File: config.mk
export PLATFORM = sky130hd
export DESIGN_NAME = ram_access_ctrl
export DESIGN_NICKNAME = d
export VERILOG_FILES = /design/src/rtl/ram_access_ctrl.sv
export SDC_FILE = /design/constraint.sdc
export NUM_CORES = 1
export LEC_CHECK = 0
export CAP_MARGIN = 20
export CORE_MARGIN = 2
export CORE_UTILIZATION = 35
export CTS_BUF_LIST = sky130_fd_sc_hd__clkbuf_2
export CTS_CLUSTER_SIZE = 12
export DETAILED_ROUTE_END_ITERATION = 10
export PLACE_DENSITY_LB_ADDON = 0.15
export SLEW_MARGIN = 15
export SYNTH_ARGS = -nofsm -noshare
export SYNTH_HDL_FRONTEND = slang
export SYNTH_SLANG_ARGS = --single-unit
File: constraint.sdc
create_clock -name clk -period 1.7 [get_ports clk]
set_input_delay 0.17 -clock clk [delete_from_list [all_inputs] [get_ports clk]]
set_output_delay 0.17 -clock clk [all_outputs]
set_load 0.005 [all_outputs]
File: src/rtl/ram_access_ctrl.sv
// ram_access_ctrl: single-outstanding load/store initiator and sole master of the data RAM port.
// Define STORE_VERIFY_EN to read back every store and flag a mismatch as an error.
module ram_access_ctrl #(
    parameter int ADDR_LIMIT = 8,
    parameter int READ_WAIT  = 0
) (
    input  logic        clk,
    input  logic        reset,
    input  logic        req_valid,
    output logic        req_ready,
    input  logic        req_write,
    input  logic [15:0] req_addr,
    input  logic [15:0] req_wdata,
    output logic        resp_valid,
    output logic [15:0] resp_rdata,
    output logic        resp_error,
    output logic        write_enable,
    output logic        ram_read,
    output logic [15:0] access_address,
    output logic [15:0] write_data,
    input  logic [15:0] data_out
);

    // Widened by one bit so an ADDR_LIMIT of 65536 still compares correctly.
    localparam logic [16:0] LIMIT     = 17'(ADDR_LIMIT);
    localparam logic [3:0]  WAIT_LAST = 4'(READ_WAIT);

`ifdef STORE_VERIFY_EN
    typedef enum logic [2:0] {IDLE = 3'd0, RD = 3'd1, WR = 3'd2, RESP = 3'd3, VRFY = 3'd4} state_t;
`else
    typedef enum logic [2:0] {IDLE = 3'd0, RD = 3'd1, WR = 3'd2, RESP = 3'd3} state_t;
`endif

    state_t      state_q, state_d;
    logic [3:0]  cnt_q, cnt_d;
    logic [15:0] addr_q, addr_d;
    logic [15:0] wdata_q, wdata_d;
    logic [15:0] rdata_q, rdata_d;
    logic        err_q, err_d;

    always_ff @(posedge clk) begin
        if (reset) begin
            state_q <= IDLE;
            cnt_q   <= '0;
            addr_q  <= '0;
            wdata_q <= '0;
            rdata_q <= '0;
            err_q   <= 1'b0;
        end else begin
            state_q <= state_d;
            cnt_q   <= cnt_d;
            addr_q  <= addr_d;
            wdata_q <= wdata_d;
            rdata_q <= rdata_d;
            err_q   <= err_d;
        end
    end

    always_comb begin
        state_d = state_q;
        cnt_d   = cnt_q;
        addr_d  = addr_q;
        wdata_d = wdata_q;
        rdata_d = rdata_q;
        err_d   = err_q;
        case (state_q)
            IDLE: begin
                if (req_valid) begin
                    addr_d  = req_addr;
                    wdata_d = req_wdata;
                    rdata_d = '0;
                    cnt_d   = '0;
                    if ({1'b0, req_addr} >= LIMIT) begin
                        err_d   = 1'b1;
                        state_d = RESP;
                    end else begin
                        err_d   = 1'b0;
                        state_d = req_write ? WR : RD;
                    end
                end
            end
            RD: begin
                if (cnt_q == WAIT_LAST) begin
                    rdata_d = data_out;
                    cnt_d   = '0;
                    state_d = RESP;
                end else begin
                    cnt_d = cnt_q + 4'd1;
                end
            end
            WR: begin
`ifdef STORE_VERIFY_EN
                state_d = VRFY;
`else
                state_d = RESP;
`endif
            end
`ifdef STORE_VERIFY_EN
            VRFY: begin
                if (cnt_q == WAIT_LAST) begin
                    err_d   = (data_out != wdata_q);
                    cnt_d   = '0;
                    state_d = RESP;
                end else begin
                    cnt_d = cnt_q + 4'd1;
                end
            end
`endif
            RESP:    state_d = IDLE;
            default: state_d = IDLE;
        endcase
    end

    // Everything below decodes from registered state only; req_* never reaches the RAM combinationally.
    always_comb begin
        req_ready      = (state_q == IDLE);
        resp_valid     = (state_q == RESP);
        resp_rdata     = (state_q == RESP) ? rdata_q : 16'h0000;
        resp_error     = (state_q == RESP) && err_q;
        write_enable   = (state_q == WR);
        write_data     = (state_q == WR) ? wdata_q : 16'h0000;
`ifdef STORE_VERIFY_EN
        ram_read       = (state_q == RD) || (state_q == VRFY);
`else
        ram_read       = (state_q == RD);
`endif
        access_address = (write_enable || ram_read) ? addr_q : 16'h0000;
    end

endmodule

### Word-level counts from Yosys, hierarchy flattened

Index checks and enable logic that the tools add are counted.

* bits in registers: 56
* bits of input ports: 52

* add/sub/neg operators: 1
* order comparisons: 1
* equal/unequal tests: 5
* muxes and demuxes: 15
* reduce and logical (&&, ||, !) cells: 9

Operators with widths (number)
* 2-to-1 mux 16 bit: 5
* case mux 16 bit (2 select lines): 1
* >= comparator 16 x 4 -> 1 bit, second input constant: 1
* case mux 3 bit (3 select lines): 1
* 2-to-1 mux 4 bit: 2
* case mux 4 bit (2 select lines): 1
* == test 3 x 2 -> 1 bit, second input constant: 2
* 2-to-1 mux 3 bit: 2
* AND reduction 2 bit: 3
* adder 4 x 1 -> 4 bit, second input constant: 1
* zero test 4 bit: 1
* 2-to-1 mux 2 bit: 2
* == test 3 x 1 -> 1 bit, second input constant: 1
* zero test 3 bit: 1
* AND reduction 3 bit: 1
* inequality test 2 x 1 -> 1 bit, second input constant: 1
* inequality test 2 bit, second input constant: 1
* nonzero test 2 bit: 1
* logical AND 1 bit: 1
* logical OR 1 bit: 1
* 2-to-1 mux 1 bit: 1

### Logic depth before layout (Yosys ltp)

Gate-level depths: netlist of the first run.

* depth after elaboration: 4
* gate-level depth with buffers: 8

### Least setup slack after synthesis of the first run

No wires, ideal clock.

* kind: flip-flop to flip-flop
* start point: reg cnt_q[0]
* end point: reg rdata_q[10]
* setup time: 0.117 ns
* arrival time: 1.768 ns
* data required time: 1.583 ns
* path slack: -0.185 ns
* cell stages (with the launch flop): 9
* path buffers: 2
* cell sequence: dfxtp_1 > inv_1 > ha_1 > or3b_4 > a21o_1 > o21ba_1 > buf_6 > buf_6 > a22o_1

* cells in the longest elaborated chain, start to end: 3

Ends and longest elaborated chain
* from (decl): line 35 `logic [3:0] cnt_q, cnt_d;`
* from (signal assigned): line 51 `cnt_q <= cnt_d;`
* zero test 4 bit: line 83 `if (cnt_q == WAIT_LAST) begin`
* inequality test 2 x 1 -> 1 bit (no line)
* AND reduction 3 bit (no line)
* to (signal assigned): line 54 `rdata_q <= rdata_d;`
* to (decl): line 38 `logic [15:0] rdata_q, rdata_d;`

No other way between the ends.
A chain may end at the register's enable or synchronous reset.

### Worst setup path after layout of the first run

* start point: reg state_q[0]
* end point: reg rdata_q[5]

* cells in the longest elaborated chain, start to end: 3

Ends and longest elaborated chain
* from (decl): line 34 `state_t state_q, state_d;`
* from (signal assigned): line 50 `state_q <= state_d;`
* == test 3 x 1 -> 1 bit or zero test 3 bit (tied branches): line 66 `case (state_q)`
* inequality test 2 x 1 -> 1 bit (no line), or another cell as far along
* AND reduction 3 bit (no line)

Several ways; a longest one is shown, not always the timed one.

==> results of run 1 <==
## Yosys cell counts
cell / number / share of area
o21ba_1: 1 / 0.0042
nor2_1: 6 / 0.0094
buf_4: 1 / 0.0031
nand4_1: 1 / 0.0026
nand2_1: 67 / 0.11
nor2b_1: 1 / 0.0026
and2_1: 51 / 0.13
clkbuf_1: 14 / 0.022
a22o_1: 16 / 0.059
mux2i_1: 1 / 0.0042
a32oi_1: 1 / 0.0037
nand2b_1: 1 / 0.0026
or3b_4: 1 / 0.0047
nand3_1: 1 / 0.0021
a2111oi_0: 1 / 0.0037
a41oi_1: 1 / 0.0037
nor3_1: 2 / 0.0042
a21oi_1: 35 / 0.073
o21ai_0: 2 / 0.0042
buf_6: 2 / 0.0094
buf_1: 1 / 0.0016
nor4_1: 2 / 0.0052
a21o_1: 1 / 0.0031
nor3b_4: 1 / 0.0079
a211oi_1: 1 / 0.0031
a22oi_1: 2 / 0.0063
mux2_2: 1 / 0.0047
inv_1: 6 / 0.0094
xnor2_1: 1 / 0.0037
dfxtp_1: 55 / 0.46
a311oi_1: 1 / 0.0037
ha_1: 6 / 0.031
and3_1: 1 / 0.0026
## through the flow
step	utilization	hold slack (ps)	cell area, sq um
after global placement	0.547	438	3680
after CTS	0.612	221	4110
after floorplan	-	295	2390
after detailed placement	0.547	443	3680
final	0.649	255	4360
after global routing	0.649	218	4360
## tightest hold or removal path: stages
cell and delay, ps:
clkdlybuf4s50_1 390, nand2_1 50, a21oi_1 50
## kinds of logic after synthesis
| family | after synthesis |
|---|---|
| AOI/OAI and AO/OA | 62 |
| and+or+nand+nor | 135 |
| adders and majority gates | 6 |
| muxes | 2 |
| xor gates and xnor gates | 1 |
| buffers and inverters | 24 |
| DFF | 55 |
## layer usage
| metal | wire (microns) | share of wire | up-vias |
|---|---|---|---|
| met1 | 3100 | 0.43 | 1158 |
| met5 | 0 | 0 | - |
| met4 | 111 | 0.015 | 0 |
| met3 | 373 | 0.052 | 12 |
| met2 | 3620 | 0.50 | 84 |
| li1 | - | - | 1228 |
## what timing repair did
| action | 4_1_cts | 5_1_grt |
|---|---|---|
| gates resized for setup | 306 | 50 |
| buffers inserted | 17 | 5 |
| setup endpoints to repair | 71 | 73 |
| pin swaps | 34 | 24 |
| cloned | 4 | 2 |
## power groups by stage
stage	registers, W	logic [W]	clock network, W
after global placement	0.00162	0.00176	0
after CTS	0.00161	0.00278	0.000485
after global routing	0.00165	0.00303	0.000530
after floorplan	0.00161	0.000880	0
after detailed placement	0.00163	0.00177	0
final	0.00163	0.00283	0.000457
## flip-flops by register name, indices dropped and copies added, names as in the netlist
signal   count
addr_q      16
cnt_q        4
err_q        1
rdata_q     16
state_q      2
wdata_q     16
## worst paths after layout
path,from,to,slack (ps),depth (start not counted)
worst max-delay path,state_q[0],rdata_q[5],-160,10
worst min-delay path,req_addr[2],addr_q[2],260,3
worst max register to register,state_q[0],rdata_q[5],-160,10
worst min register to register,addr_q[2],addr_q[2],470,2
## area by class of cell
class,instances,area (sq um)
sequential,55,1110
fill,550,2360
tap,80,100
clock buffer,6,30.0
timing repair buffer,153,1690
multi-input combinational,206,1400
inverter,6,30.0
==> qor.yml, run 1 <==
sta:
  hold_viol_final: 0
  setup_ws_ps: -156
  rsz0062_at_grt: "yes"
  finalSetupTns_ps: -4910
  fin_crit_sh: 1.09
  drv_slew: 0
  setup_viol: 56
  tightest_slew_ps: 316
  skew_ps: 4.37
  period_needed_ps: 1860
  max_slew_margin: 0.787
  fmax_ghz: 0.539
grt:
  grt_use_met2: 0.322
  met1_usage: 0.228
  grt-ovfl-total: 0
  antenna_found_initial: 0
  grt_pass1_wl_microns: 11000
  grt_busiest_layer: "met2"
  grt_pass1_vias: 2305
  grt_max_degree: 22
  met3_usage: 0.0429
  track_usage: 0.186
clocking:
  insertion_delay_ps: 410
  clock_sinks: 55
  cts_buffers: 5
  cts_hold_buffers: 0
  clkTransAtPathRegs_ps: 230
  cts_root_buf: "clkbuf_2"
  cts.path.max_buffers: 2
  h-tree-depth: 2
  cts_tree: "yes"
setup_path:
  crit_family: "buffers and inverters"
  cp_num_buf_inv: 5
  critPathMaxFanout: 8
  cp_slowest_stage_delay_ps: 390
  path_cells: "buf_6 -> inv_6 -> ha_4 -> nor2b_2 -> a21o_1 -> buf_6 -> nor3b_4 -> buf_6 -> buf_12 -> a22o_1"
  arrival_ps: 2200
  critical_path_required_ps: 2050
  crit_path_top_delay_cell: "dfxtp_2"
  critical_path_class: "reg2reg"
  crit_path_end_kind: "flop"
  cpMostUsedCell: "buf_6"
  cp-start-kind: "flop"
routing:
  routed-via-count: 2482
  first_iter_violations: 70
  post_drt_via_cell_ratio: 4.91
  drt_wl_total_microns: 7200
  antenna_left: 0
  firstDrtPassIters: 4
  post_drt_wl_per_cell_microns: 14.2
  drc: 0
finish:
  stdcell_count: 506
  final_cell_mix: "nand2_1 (67), buf_6 (65), dfxtp_1 (51), clkdlybuf4s50_1 (51), and2_4 (48)"
  area_delta_synth_final_pct: 82.4
  diodes: 0
  drive_above_1_share: 0.415
  layout_commonest_cell: "nand2_1"
  nNetsFinal: 485
floorplan:
  fp.dieW_microns: 86.7
  io_pins: 105
  fp.dieH_microns: 86.7
  start_util: 0.356
  core_area_sq_um: 6720
  placement_rows: 30
  dieArea_sq_um: 7510
placement:
  place.port_buffers: 104
  place_ws_ps: -101
  dpl.hpwl_microns: 4410
  place_inst: 475
  gp_congestion: 0.744
yosys:
  synth-seq-cells: 55
  ys.warnings.count: 0
  synth_xor_area_frac: 0.00366
  synth_compound_area_frac: 0.167
  synth-adder-area-share: 0.0314
  synth_simple_gate_area_frac: 0.283
  synth.area.mux_share: 0.00890
  synth_cell_type_count: 33
  synth_seq_area_share: 0.460
  synth_nets: 343
  syn_inst: 285
  synth_top_family_by_area: "simple AND/OR/NAND/NOR gates"
  synth.avg_cell_area_sq_um: 8.39
  netlist_area_sq_um: 2390
hold_path:
  hold_class: "in2reg"
pwr:
  seq_power_share: 0.331
  p_sw_w: 0.00168
  cellInternalPower_w: 0.00323
  p_clk_frac: 0.093
  combPwrFrac: 0.576
  power_w: 0.00491
  vdd.ir_drop.worst_v: 0.000840
  p_per_area_nw_per_um2: 1130
  leakagePower_nw: 1.84
  p_sw_frac: 0.343
status:
  outcome: "finished with violations"
  violations: "setup timing"
flow_run:
  max-cap-violations: 0
No activity file was read; power rests on OpenSTA's default activity.
==> inputs of run 2 (changes only) <==
Settings changed: CORE_MARGIN 2 to 1.5.
==> run 2 against run 1 <==
- the flow finishes with violations (DRC, setup timing)
- die area fell by 2.3%
- combinational power shrank 12%
- register-to-register slack improved by 60 ps
- clock power grew 3%
- via count shrank 3.9%
- first-iteration DRC count up 50%
- routed wire length down 8.3%
- global-route usage decreased by 0.79 points
- sequential cell count stayed put
- highest routed layer unchanged
==> qor.yml, run 2 (same netlist as run 1, synthesis figures left out) <==
setup_path:
  critPathMaxFanout: 7  # was 8
  crit_path_end_kind: "output port"  # was flop
  cp-start-kind: "flop"  # unchanged
  critical_path_required_ps: 1530  # was 2050 ps
  critical_path_class: "reg2out"  # was reg2reg
  arrival_ps: 1650  # was 2200 ps
grt:
  grt_pass1_vias: 2227  # was 2305
  track_usage: 0.178  # was 0.186
  antenna_found_initial: 0  # unchanged
  grt_max_degree: 22  # unchanged
  grt-ovfl-total: 0  # unchanged
  grt_pass1_wl_microns: 10600  # was 11000 microns
clocking:
  clkTransAtPathRegs_ps: 250  # was 230 ps
  cts_root_buf: "clkbuf_2"  # unchanged
  cts_tree: "yes"  # unchanged
  cts.path.max_buffers: 2  # unchanged
  h-tree-depth: 2  # unchanged
  cts_buffers: 5  # unchanged
  insertion_delay_ps: 430  # was 410 ps
  cts_hold_buffers: 0  # unchanged
  clock_sinks: 55  # unchanged
sta:
  drv_slew: 0  # unchanged
  skew_ps: 20.9  # was 4.37 ps
  period_needed_ps: 1820  # was 1860 ps
  tightest_slew_ps: 360  # was 316 ps
  setup_viol: 64  # was 56
  hold_viol_final: 0  # unchanged
  rsz0062_at_grt: "yes"  # unchanged
  fin_crit_sh: 1.07  # was 1.09
  max_slew_margin: 0.759  # was 0.787
  fmax_ghz: 0.548  # was 0.539 GHz
  setup_ws_ps: -124  # was -156 ps
  whs_ps: 255  # about the same
finish:
  diodes: 0  # unchanged
  stdcell_count: 495  # was 506
  final_cell_mix: "nand2_1 (67), dfxtp_1 (51), clkdlybuf4s50_1 (51)"  # was nand2_1 (67), buf_6 (65), dfxtp_1 (51), clkdlybuf4s50_1 (51), and2_4 (48)
  area_delta_synth_final_pct: 69.2  # was 82.4%
  nNetsFinal: 477  # was 485
  drive_above_1_share: 0.309  # was 0.415
  top_regs: "addr_q (16), rdata_q (16), wdata_q (16)"  # unchanged
  layout_commonest_cell: "nand2_1"  # unchanged
floorplan:
  fp.dieW_microns: 85.7  # was 86.7 microns
  placement_rows: 29  # was 30
  core_area_sq_um: 6460  # was 6720 sq um
  start_util: 0.370  # was 0.356
  fp.dieH_microns: 85.7  # was 86.7 microns
  io_pins: 105  # unchanged
  dieArea_sq_um: 7340  # was 7510 sq um
placement:
  place_inst: 473  # was 475
  gp_congestion: 0.792  # was 0.744
  place.port_buffers: 104  # unchanged
  dpl.hpwl_microns: 4330  # was 4410 microns
routing:
  routed-via-count: 2386  # was 2482
  antenna_left: 0  # unchanged
  post_drt_wl_per_cell_microns: 13.3  # was 14.2 microns
  drt_wl_total_microns: 6600  # was 7200 microns
  firstDrtPassIters: 7  # was 4
  first_iter_violations: 105  # was 70
  drc: 7  # was 0
  post_drt_via_cell_ratio: 4.82  # was 4.91
pwr:
  p_per_area_nw_per_um2: 1130  # about the same
  vdd.ir_drop.worst_v: 0.000448  # was 0.000840 V
  leakagePower_nw: 1.71  # was 1.84 nW
status:
  violations: "DRC, setup timing"  # was setup timing
  outcome: "finished with violations"  # unchanged
flow_run:
  max-cap-violations: 0  # unchanged
hold_path:
  hold_class: "in2reg"  # unchanged
[run 2: cell types whose count changed in the layout (fill, tap and decap cells not counted), moves of 2 or more]
cell	previous run	this run
buf_6	65	33
dlygate4sd2_1	0	7
buf_12	6	4
clkdlybuf4s15_1	0	11
buf_16	3	1
and2_4	48	26
and2_1	3	25
clkdlybuf4s15_2	0	2
clkbuf_2	7	17
[run 2: metrics by stage]
| step | setup slack, ps | utilization | cell area (sq um) | TNS (ps) | power [W] |
|---|---|---|---|---|---|
| 2_1_floorplan | -113 | - | 2390 | -1150 | 0.00249 |
| 3_3_place_gp | -19.1 | 0.572 | 3690 | -54.4 | 0.00343 |
| 3_5_place_dp | -65.7 | 0.572 | 3690 | -808 | 0.00344 |
| 4_1_cts | -133 | 0.606 | 3910 | -5060 | 0.00433 |
| 5_1_grt | -239 | 0.627 | 4050 | -9890 | 0.00489 |
| 6_report | -124 | 0.627 | 4050 | -4080 | 0.00458 |
[run 2: final cells by class]
cell class / instances / area [sq um]
timing repair buffer: 145 / 1440
fill: 608 / 2410
multi-input combinational: 206 / 1350
inverter: 6 / 27.5
tap: 77 / 96.3
sequential: 55 / 1110
clock buffer: 6 / 30.0
[run 2: final timing paths]
path	endpoint	cells past startpoint	slack, ps	startpoint
hold reg to reg	wdata_q[11]	2	460	wdata_q[11]
setup / recovery	access_address[11]	6	-120	state_q[0]
setup reg to reg	rdata_q[5]	9	-100	cnt_q[0]
hold / removal	wdata_q[15]	3	250	req_wdata[15]
[run 2: worst max-delay path, stage by stage, from the launching register on]
cell and delay [ps]:
dfxtp_2 430, inv_4 60, ha_4 250, buf_12 140, buf_6 110, and2_1 120, buf_2 120
[run 2: what timing repair did]
item,CTS,global route
hold endpoints to repair,0,0
cloned,1,1
setup buffers,13,3
pin swaps,20,22
endpoints found under the setup margin,71,74
gates resized for setup,182,57
[run 2: power breakdown]
group / switching, W / leakage (nW) / internal (W)
Sequential: 0.000121 / 0.450 / 0.00151
Combinational: 0.00105 / 1.24 / 0.00143
Clock: 0.000380 / 0.0249 / 0.0000927
[run 2: metal layers]
metal / track usage / share of wire / wire, microns
met1: 0.235 / 0.43 / 2870
met2: 0.283 / 0.48 / 3150
met3: 0.0481 / 0.076 / 505
met4: 0.0557 / 0.012 / 82
met5: 0 / 0 / 0
